## config.mk

```make
export PLATFORM = sky130hd
export DESIGN_NAME = i2s_fir_mac
export DESIGN_NICKNAME = d
export VERILOG_FILES = /design/src/rtl/fir_pkg.sv /design/src/rtl/signed_mult.sv /design/src/rtl/i2s_fir_mac.sv
export SDC_FILE = /design/constraint.sdc
export NUM_CORES = 1
export LEC_CHECK = 0
export BUFFER_PORTS_ARGS = -buffer_cell sky130_fd_sc_hd__buf_2
export CORE_MARGIN = 5
export CORE_UTILIZATION = 27
export DETAILED_ROUTE_END_ITERATION = 8
export HOLD_SLACK_MARGIN = 0.15
export PLACE_DENSITY_LB_ADDON = 0.08
export SLEW_MARGIN = 10
export SYNTH_ARGS = -nofsm -noshare
export SYNTH_HDL_FRONTEND = slang
export SYNTH_SLANG_ARGS = --single-unit
export TNS_END_PERCENT = 1
```

## constraint.sdc

```tcl
create_clock -name clk -period 12.08 [get_ports clk]
set_input_delay 0 -clock clk [delete_from_list [all_inputs] [get_ports clk]]
set_output_delay 0 -clock clk [all_outputs]
set_load 0.005 [all_outputs]
```

## src/rtl/fir_pkg.sv

```systemverilog
// Shared types and helpers for the sequential I2S FIR stage.
package fir_pkg;

  typedef enum logic [1:0] {
    IDLE,
    MAC,
    ROUND,
    OUT
  } state_t;

  localparam logic signed [15:0] SAT_MAX = 16'sh7FFF;
  localparam logic signed [15:0] SAT_MIN = 16'sh8000;

  function automatic int unsigned fir_acc_w(input int unsigned ntaps);
    return 33 + $clog2(ntaps);
  endfunction

  // |v| as a 16-bit magnitude; -32768 maps to 0x8000.
  function automatic logic [15:0] sm_mag(input logic signed [15:0] v);
    return v[15] ? 16'(-v) : 16'(v);
  endfunction

endpackage

```

## src/rtl/signed_mult.sv

```systemverilog
// 16x16 unsigned multiplier shared by the FIR MAC loop; purely combinational.
module signed_mult (
  input  logic [15:0] a,
  input  logic [15:0] b,
  output logic [31:0] p
);

  assign p = 32'(a) * 32'(b);

endmodule

```

## src/rtl/i2s_fir_mac.sv

```systemverilog
// NTAPS-tap FIR over 16-bit PCM, one tap per cycle through a shared unsigned
// multiplier, with round-half-up and saturation to 16 bits.
module i2s_fir_mac
  import fir_pkg::*;
#(
  parameter int unsigned NTAPS     = 8,
  parameter int unsigned COEF_FRAC = 15,
  parameter int unsigned ACC_W     = fir_acc_w(NTAPS)
) (
  input  logic                     clk,
  input  logic                     rst,
  input  logic                     in_valid,
  output logic                     in_ready,
  input  logic [15:0]              in_data,
  input  logic                     coef_we,
  input  logic [$clog2(NTAPS)-1:0] coef_addr,
  input  logic [15:0]              coef_wdata,
  output logic                     out_valid,
  input  logic                     out_ready,
  output logic [15:0]              out_data
);

  localparam int unsigned      AW   = $clog2(NTAPS);
  localparam logic [AW-1:0]    LAST = AW'(NTAPS - 1);
  localparam logic [ACC_W-1:0] HALF = ACC_W'(2 ** (COEF_FRAC - 1));

  state_t state, state_nxt;

  logic signed [15:0]      x_dly  [NTAPS];
  logic signed [15:0]      h_coef [NTAPS];
  logic [AW-1:0]           tap;
  logic signed [ACC_W-1:0] acc;
  logic signed [ACC_W-1:0] acc_nxt;

  logic [15:0]             ma;
  logic [15:0]             mb;
  logic [31:0]             prod;
  logic                    neg;
  logic signed [ACC_W-1:0] pext;

  logic signed [ACC_W-1:0] rnd;
  logic signed [ACC_W-1:0] shf;
  logic [ACC_W-16:0]       upper;
  logic [15:0]             sat;

  logic accept;

  assign in_ready = (state == IDLE);
  assign accept   = in_valid && in_ready;

  // Sign-magnitude around the unsigned multiplier: sign restored on accumulate.
  always_comb begin
    ma   = sm_mag(x_dly[tap]);
    mb   = sm_mag(h_coef[tap]);
    neg  = x_dly[tap][15] ^ h_coef[tap][15];
    pext = {{(ACC_W - 32){1'b0}}, prod};
    acc_nxt = neg ? (acc - pext) : (acc + pext);
  end

  signed_mult u_mult (
    .a (ma),
    .b (mb),
    .p (prod)
  );

  // Arithmetic shift floors, so adding half first rounds ties toward +inf.
  always_comb begin
    rnd   = acc + $signed(HALF);
    shf   = rnd >>> COEF_FRAC;
    upper = shf[ACC_W-1:15];
    if ((&upper) || !(|upper)) begin
      sat = shf[15:0];
    end else if (shf[ACC_W-1]) begin
      sat = SAT_MIN;
    end else begin
      sat = SAT_MAX;
    end
  end

  always_comb begin
    state_nxt = state;
    case (state)
      IDLE:    if (accept) state_nxt = MAC;
      MAC:     if (tap == LAST) state_nxt = ROUND;
      ROUND:   state_nxt = OUT;
      OUT:     if (out_ready) state_nxt = IDLE;
      default: state_nxt = IDLE;
    endcase
  end

  always_ff @(posedge clk) begin
    if (rst) begin
      state     <= IDLE;
      acc       <= '0;
      tap       <= '0;
      out_valid <= 1'b0;
      out_data  <= '0;
      for (int unsigned i = 0; i < NTAPS; i++) begin
        x_dly[i]  <= '0;
        h_coef[i] <= '0;
      end
    end else begin
      state <= state_nxt;
      case (state)
        IDLE: begin
          if (coef_we) h_coef[coef_addr] <= coef_wdata;
          if (accept) begin
            for (int unsigned i = NTAPS - 1; i > 0; i--) x_dly[i] <= x_dly[i-1];
            x_dly[0] <= in_data;
            acc      <= '0;
            tap      <= '0;
          end
        end
        MAC: begin
          acc <= acc_nxt;
          tap <= tap + 1'b1;
        end
        ROUND: begin
          out_data  <= sat;
          out_valid <= 1'b1;
        end
        OUT: begin
          if (out_ready) out_valid <= 1'b0;
        end
        default: ;
      endcase
    end
  end

endmodule

```

# Word level (Yosys, flattened, before mapping)
# Memories as Yosys holds them, arrays and structs flattened. A register that Yosys moved wholly into a read port is not among the register bits.
# Index checks and enable logic that the tools add are counted.
# W data, S select, Z words.
dict set report classes {
  add_sub_neg 6
  n_mul 1
  n_eq_ne 7
  muxes 40
  bitwise 9
  reduce_logical 12
}
# operator n
set op_table {}
lappend op_table {{$mux W16} 13}
lappend op_table {{$mux W36} 2}
lappend op_table {{$pmux W36 S2} 1}
lappend op_table {{$add A36 B16 Y36 const B} 1}
lappend op_table {{$add A36 B33 Y36} 1}
lappend op_table {{$sub A36 B33 Y36} 1}
lappend op_table {{$mul A16 B16 Y32} 1}
lappend op_table {{$neg A16 Y16} 2}
lappend op_table {{$mux W3} 6}
lappend op_table {{$reduce_or A16 Y1} 1}
lappend op_table {{$mux W1} 12}
lappend op_table {{$or A1 B1 Y1} 8}
lappend op_table {{$pmux W2 S4} 1}
lappend op_table {{$mux W2} 3}
lappend op_table {{$pmux W3 S2} 1}
lappend op_table {{$reduce_and A6 Y1} 1}
lappend op_table {{$reduce_or A6 Y1} 1}
lappend op_table {{$eq A2 B2 Y1 const B} 2}
lappend op_table {{$ne A2 B2 Y1 const B} 2}
lappend op_table {{$reduce_and A2 Y1} 2}
lappend op_table {{$reduce_bool A2 Y1} 2}
lappend op_table {{$add A3 B1 Y3 const B} 1}
lappend op_table {{$eq A3 B3 Y1 const B} 1}
lappend op_table {{$reduce_and A3 Y1} 1}
lappend op_table {{other kinds (8)} 8}
dict set report totals {
  ff_bits 58
  ram_bits 256
  inputBits 40
  out_inout_bits 18
  wordCells 82
  n_memories 2
}
# memory words width read_ports rd_ports_with_merged_regs wr line
set mem_list {}
lappend mem_list {h_coef 8 16 1 1 8 i2s_fir_mac.sv:30} ;# logic signed [15:0] h_coef [NTAPS];
lappend mem_list {x_dly 8 16 8 1 8 i2s_fir_mac.sv:29} ;# logic signed [15:0] x_dly [NTAPS];

# Depth between registers and ports, before layout
# Gate-level depths: netlist of run 1.
dict set report depth {
  word_depth 7
  mapped_depth 49
  mapped_depth_nobuf 46
}

# By module
# From an unflattened synthesis of run 1, not the netlist that was laid out.
dict set report unflattened {
  cells_unflattened 2448
  area_unflattened_um2 25664.6
}
# module n_inst cells_each area_each_um2
set by_module_without_submodules {}
lappend by_module_without_submodules {i2s_fir_mac 1 1445 17043.8}
lappend by_module_without_submodules {signed_mult 1 1003 8620.8}

# Worst setup path before layout of run 1
# Ideal clock, no wire load.
dict set report synth_path {
  path_type {register -> register}
  from {register with a tool-made name}
  to {register acc[35]}
  setup_ns 0.120
  arrival_time_ns 11.042
  t_required_ns 11.960
  path_slack_ns 0.918
  stages_incl_launch_ff 39
  path_buffers 4
  cell_sequence {dfxtp_1 buf_6 buf_2 buf_2 buf_2 mux4_2 mux2i_1 nand2_1 nor4b_1 nand2b_1 fa_1 fa_1 inv_1 fa_1 fa_1 fa_1 inv_1 fa_1 [... 3 more ...] a311oi_1 nor2_1 xor2_1 nor2_1 a21oi_1 xnor2_1 ha_1 a21o_1 a211oi_1 o21ai_0 a2111oi_0 or3_1 o21ai_1 or4_4 a311o_1 xnor2_1 mux2i_1 a21oi_1}
}
# item line
set synth_rtl {}
lappend synth_rtl {{to (signal assigned)} i2s_fir_mac.sv:115} ;# acc <= acc_nxt;
lappend synth_rtl {{to (decl)} i2s_fir_mac.sv:32} ;# logic signed [ACC_W-1:0] acc;

==> flow_summary.ini, run 1 <==
[status]
outcome = finished clean

[yosys]
synth_area_leaders = edfxtp_1 30%, fa_1 15%, ha_1 7.2%, and2_1 6.9%, mux4_2 5.6%
synth_edf_count = 256
avgSynthCellArea_um2 = 10.5
synth_nets = 2844
ys_seq_elements = 317
syn_inst = 2460
synth-warning-count = 0
seq_area_frac_synth_pct = 34.6
netlist_area_mm2 = 0.0258
synth_top_area_cell = edfxtp_1
synthFlopType = edfxtp_1
yosysUniqueCellTypes = 84
synthArstFlopShare_pct = 0
yosys.area.top_type_share_pct = 29.8

[cts]
clockBufferDepth = 3
cts.sinks = 317
htree_levels = 2
clkTransAtPathRegs_ns = 0.06
cts_root_buffer = clkbuf_16
cts_tree = yes
clk_latency_ns = 0.56
numCtsBuffers = 41

[worst_setup_path]
cp-start-kind = register
cpMostUsedCell = inv_1
critPathMaxFanout = 17
required_ns = 12.50
max_stage_delay_ns = 0.61
crit_type = register to register
critPathArrivalTime_ns = 11.81
cp_slowest_cell = or4b_4
rrSetupSlack_ns = 0.69
worst_setup_path_end_kind = register

[placed_design]
port_buffers = 57
gp_congestion = 0.820
hpwl_mm = 54.7

[global_routing]
grt_pass1_vias = 19167
antenna_found_initial = 0
grt_pass1_wl_mm = 115
grt_use_total_pct = 14.5
grt_max_degree = 129
grt_overflow = 0

[timing]
setup_violations = 0
fin_crit_ns = 11.39
worst_slew_pin_slew_ns = 1.14
worst_hold_slack_ns = 0.246
skew_ns = 0.0201
finalCritPeriodShare_pct = 94.3
slew_headroom_pct = 24.2
slew_viol_final = 0
fmax_ghz = 0.0878
hold_viol = 0

[floorplan]
die_h_um = 319
fp.dieW_um = 319
dieArea_mm2 = 0.102
start_util_pct = 27.2
core_area_mm2 = 0.0949
row_count = 113
io_pins = 58

[route]
initialDrtViolationCount = 1088
drc = 0
vias_per_cell = 4.67
wire_per_inst_um = 19.1
antenna_left = 0
routed_wl_mm = 74.6
vias = 18214
firstDrtPassIters = 7

[finish]
multi_input_area_mm2 = 0.0155
synthToLayoutAreaGrowth_pct = 15.9
nNetsFinal = 2989
regArea_mm2 = 0.00892
n_fill_cell = 9726
drive_gt1_share_pct = 13.7

[flow_run]
cap_violations = 0

[worst_hold_path]
hold_path.class = primary input to register
==> metrics by stage <==
stage	cell area, um^2	std cells	worst slack [ns]	TNS, ns	util (%)
3_3_place_gp	28000	3784	0.0597	0	29.6
5_1_grt	29900	3900	-0.00376	-0.00376	31.5
4_1_cts	29700	3898	0.0780	0	31.3
2_1_floorplan	25800	2460	0.918	0	-
6_report	29900	3901	0.686	0	31.5
3_5_place_dp	28000	3784	-0.0334	-0.0334	29.6
==> registers in the layout (all words and copies together) (netlist names), named ones only <==
| register | count |
|---|---|
| acc | 36 |
| out_data | 16 |
| tap | 3 |
| h_coef | 128 |
| state | 2 |
| out_valid | 1 |
| x_dly | 128 |
==> critical path, delay by kind of cell (launching register included) <==
family / cells / cell delay [ns]
AOI/OAI and AO/OA: 9 / 1.87
xor gates and xnor gates: 3 / 0.64
adders and majority gates: 8 / 3.32
buffers and inverters: 11 / 1.25
DFF: 1 / 0.35
muxes: 3 / 1.00
and+or+nand+nor: 11 / 2.80
==> layout by cell type (no fill, tap or decap), types with 11 or more instances in the layout <==
cell / synthesis / routed
buf_2: 13 / 57
a21o_1: 28 / 28
a31oi_1: 12 / 12
nor2_1: 224 / 214
xor2_1: 64 / 62
mux4_2: 64 / 64
ha_1: 149 / 149
fa_1: 195 / 195
and3_1: 21 / 21
nand3_1: 28 / 28
nand4_1: 11 / 11
nor3_1: 36 / 34
dlygate4sd3_1: 0 / 41
dfxtp_1: 61 / 58
nand2b_1: 23 / 22
edfxtp_1: 256 / 256
mux2i_1: 34 / 27
clkbuf_16: 0 / 41
or2_2: 16 / 16
buf_4: 0 / 91
a21oi_1: 87 / 86
clkbuf_1: 72 / 14
o21a_1: 22 / 22
nand2_1: 185 / 185
inv_1: 275 / 275
a22oi_1: 27 / 26
xnor2_1: 69 / 67
o21ai_0: 43 / 41
nor2b_1: 18 / 18
and2_1: 286 / 286
==> final timing paths <==
| kind | start | to | cells past startpoint |
|---|---|---|---|
| setup / recovery | register | acc[35] | 45 |
| hold / removal | in_data[12] | x_dly[0][12] | 3 |
| setup reg to reg | register | acc[35] | 45 |
| hold reg to reg | out_data[7] | out_data[7] | 2 |
==> synthesized netlist by cell type, types with 11 or more instances <==
cell      count
fa_1        195
inv_1       275
o21ai_0      43
or2_2        16
a21oi_1      87
a211oi_1     11
and3_1       21
a31oi_1      12
xor2_1       64
nand2b_1     23
xnor2_1      69
nand4_1      11
nand2_1     185
a21o_1       28
and2_1      286
dfxtp_1      61
o21a_1       22
nor3_1       36
mux4_2       64
edfxtp_1    256
nor2_1      224
clkbuf_1     72
ha_1        149
mux2i_1      34
buf_2        13
a22oi_1      27
nand3_1      28
nor2b_1      18
==> layout make-up <==
type,count,area share (%)
Antenna cell,1,0.00838
Clock buffer,55,3.61
Clock inverter,18,0.578
Inverter,277,3.53
Multi-Input combinational cell,1771,52.0
Sequential cell,317,29.9
Tap cell,1265,5.30
Timing Repair Buffer,197,5.13
==> per-layer routing <==
metal	routed length (um)	up-vias	global-route usage, %
met4	1670	0	3.49
met3	2420	84	2.02
li1	-	8625	-
met5	0	-	0
met1	34500	9226	19.8
met2	36000	279	24.4
==> what timing repair did <==
item / CTS / global route
endpoints found under the setup margin: 1 / 5
pin swaps: 0 / 1
resized for setup: 1 / 27
endpoints found under the hold margin: 164 / 0
setup buffers: 0 / 2
hold buffers: 41 / 0
==> kinds of logic after synthesis <==
family                   share of synthesized area [%]
multiplexers                                      7.14
flip-flops                                        34.6
buffers and inverters                             5.81
AND/OR/NAND/NOR                                   18.0
AO/OA/AOI/OAI                                     7.60
XOR/XNOR                                          4.52
adder cells (fa/ha/maj)                           22.4
Power of run 1 is not shown: default switching activity piles up to over one toggle a cycle in this logic, so the estimate is an artifact.
==> run 2, diff against run 1 <==
==> constraint.sdc (replaced) <==
create_clock -name clk -period 9.3 [get_ports clk]
set_input_delay 0 -clock clk [delete_from_list [all_inputs] [get_ports clk]]
set_output_delay 0 -clock clk [all_outputs]
set_load 0.005 [all_outputs]
==> run 2 against run 1 <==
Sequential cell count stayed put. Count of clock-buffer cells in the layout is 6 lower. Global-route usage hardly changed. Via count is 6.6% higher. The flow now finishes with violations (setup timing). Largest cell class unchanged. Die area stayed put. Clock skew is 0.0018 ns lower.
==> flow_summary.ini, run 2 (synthesis results as in run 1) <==
[floorplan]
start_util_pct = 27.2
fp.dieW_um = 319
dieArea_mm2 = 0.102
core_area_mm2 = 0.0949
row_count = 113
die_h_um = 319
io_pins = 58

[cts]
htree_levels = 2
clockBufferDepth = 3
cts.sinks = 317
clkTransAtPathRegs_ns = 0.06
numCtsBuffers = 40
clk_latency_ns = 0.58
cts_root_buffer = clkbuf_16
cts_tree = yes

[timing]
finalCritPeriodShare_pct = 113
hold_viol = 0
skew_ns = 0.0183
fmax_ghz = 0.0952
setup_violations = 18
rsz0062_at_grt = yes
fin_crit_ns = 10.50
slew_headroom_pct = 27.3
slew_viol_final = 0
worst_hold_slack_ns = 0.232
postLayoutSetupSlackWorst_ns = -1.20
worst_slew_pin_slew_ns = 1.09
setup_tns_ns = -10.54

[placed_design]
hpwl_mm = 57.0
gp_congestion = 0.816
place_area_mm2 = 0.0310
port_buffers = 57
dp_cells = 4125

[worst_setup_path]
cp_top_family = adder cells
worst_setup_path_end_kind = register
cp.buffers_inverters = 9
required_ns = 9.75
cp-start-kind = register
max_stage_delay_ns = 0.59
cp_slowest_cell = fa_1
critPathArrivalTime_ns = 10.95
crit_type = register to register
cpMostUsedCell = fa_1
critPathMaxFanout = 10

[route]
firstDrtPassIters = 5
antenna_left = 0
initialDrtViolationCount = 982
routed_wl_mm = 74.4
drc = 0
vias_per_cell = 4.55
wire_per_inst_um = 17.4
vias = 19424

[global_routing]
grt_pass1_vias = 20389
grt_max_degree = 129
grt_pass1_wl_mm = 117
grt_use_total_pct = 14.5
grt_overflow = 0
antenna_found_initial = 1

[finish]
n_fill_cell = 9585
synthToLayoutAreaGrowth_pct = 30.3
nNetsFinal = 3361
reg.largest.list = h_coef: 128 flops, x_dly: 128 flops, acc: 36 flops
final_cell_area_mm2 = 0.0336
layout_common_cells = 446 x buf_4, 285 x and2_1, 274 x inv_1, 256 x edfxtp_1, 209 x nor2_1
finalNonFillerCells = 4272
drive_gt1_share_pct = 27.4
layout.cells.most_common = buf_4

[flow_run]
cap_violations = 0

[worst_hold_path]
hold_path.class = primary input to register

[status]
violations = setup timing
outcome = complete, but fails checks
## run 2: changes by cell type in the layout (fill, tap and decap cells not counted), moves of 9 or more
cell	delta
a21oi_1	-9
buf_12	+16
buf_4	+355
ha_1	-11
o21ai_0	-12
## run 2: layout make-up
class	count	area (um^2)	area share (%)
Clock inverter	20	240	0.716
Timing Repair Buffer	570	4540	13.5
Inverter	277	1050	3.14
Multi-Input combinational cell	1771	16200	48.2
Antenna cell	3	7.51	0.0224
Clock buffer	49	1030	3.08
Tap cell	1265	1580	4.71
Sequential cell	317	8920	26.6
## run 2: worst paths after layout
check              startpoint          end  slack, ns  cells after the start
setup / recovery     register      acc[35]      -1.20                     42
hold / removal     in_data[3]  x_dly[0][3]       0.23                      3
hold reg to reg   out_data[8]  out_data[8]       0.47                      2
setup reg to reg     register      acc[35]      -1.20                     42
## run 2: through the flow
step	util (%)	setup slack, ns
global route	35.4	-1.73
detailed placement	32.7	-1.77
finish	35.4	-1.20
global placement	32.7	-1.75
CTS	35.0	-1.35
floorplan	-	-1.00
## run 2: what timing repair did
item | CTS | global route
setup endpoints to repair | 21 | 24
setup buffers | 24 | 10
hold buffers | 39 | 0
pin swaps | 37 | 39
endpoints found under the hold margin | 154 | 0
resized for setup | 67 | 55
cloned | 1 | 1
## run 2: routing by layer
layer | GRT usage (%) | up-vias | wire length [um] | share of wire [%]
met5 | 0 | - | 0 | 0
met1 | 20.2 | 9769 | 35400 | 48
met2 | 24.0 | 214 | 35300 | 47
li1 | - | 9375 | - | -
met3 | 1.67 | 66 | 1990 | 2.7
met4 | 3.81 | 0 | 1670 | 2.2
## run 2: worst reg2reg max path: cells and delay by family, from the launching register on
family,cells,cell delay [ns]
adders and majority gates,8,3.72
AOI/OAI and AO/OA,10,1.79
and+or+nand+nor,8,1.63
buffers and inverters,9,1.06
muxes,3,0.94
xor gates and xnor gates,4,0.86
DFF,1,0.39
Power of run 2 is left out for the same reason.
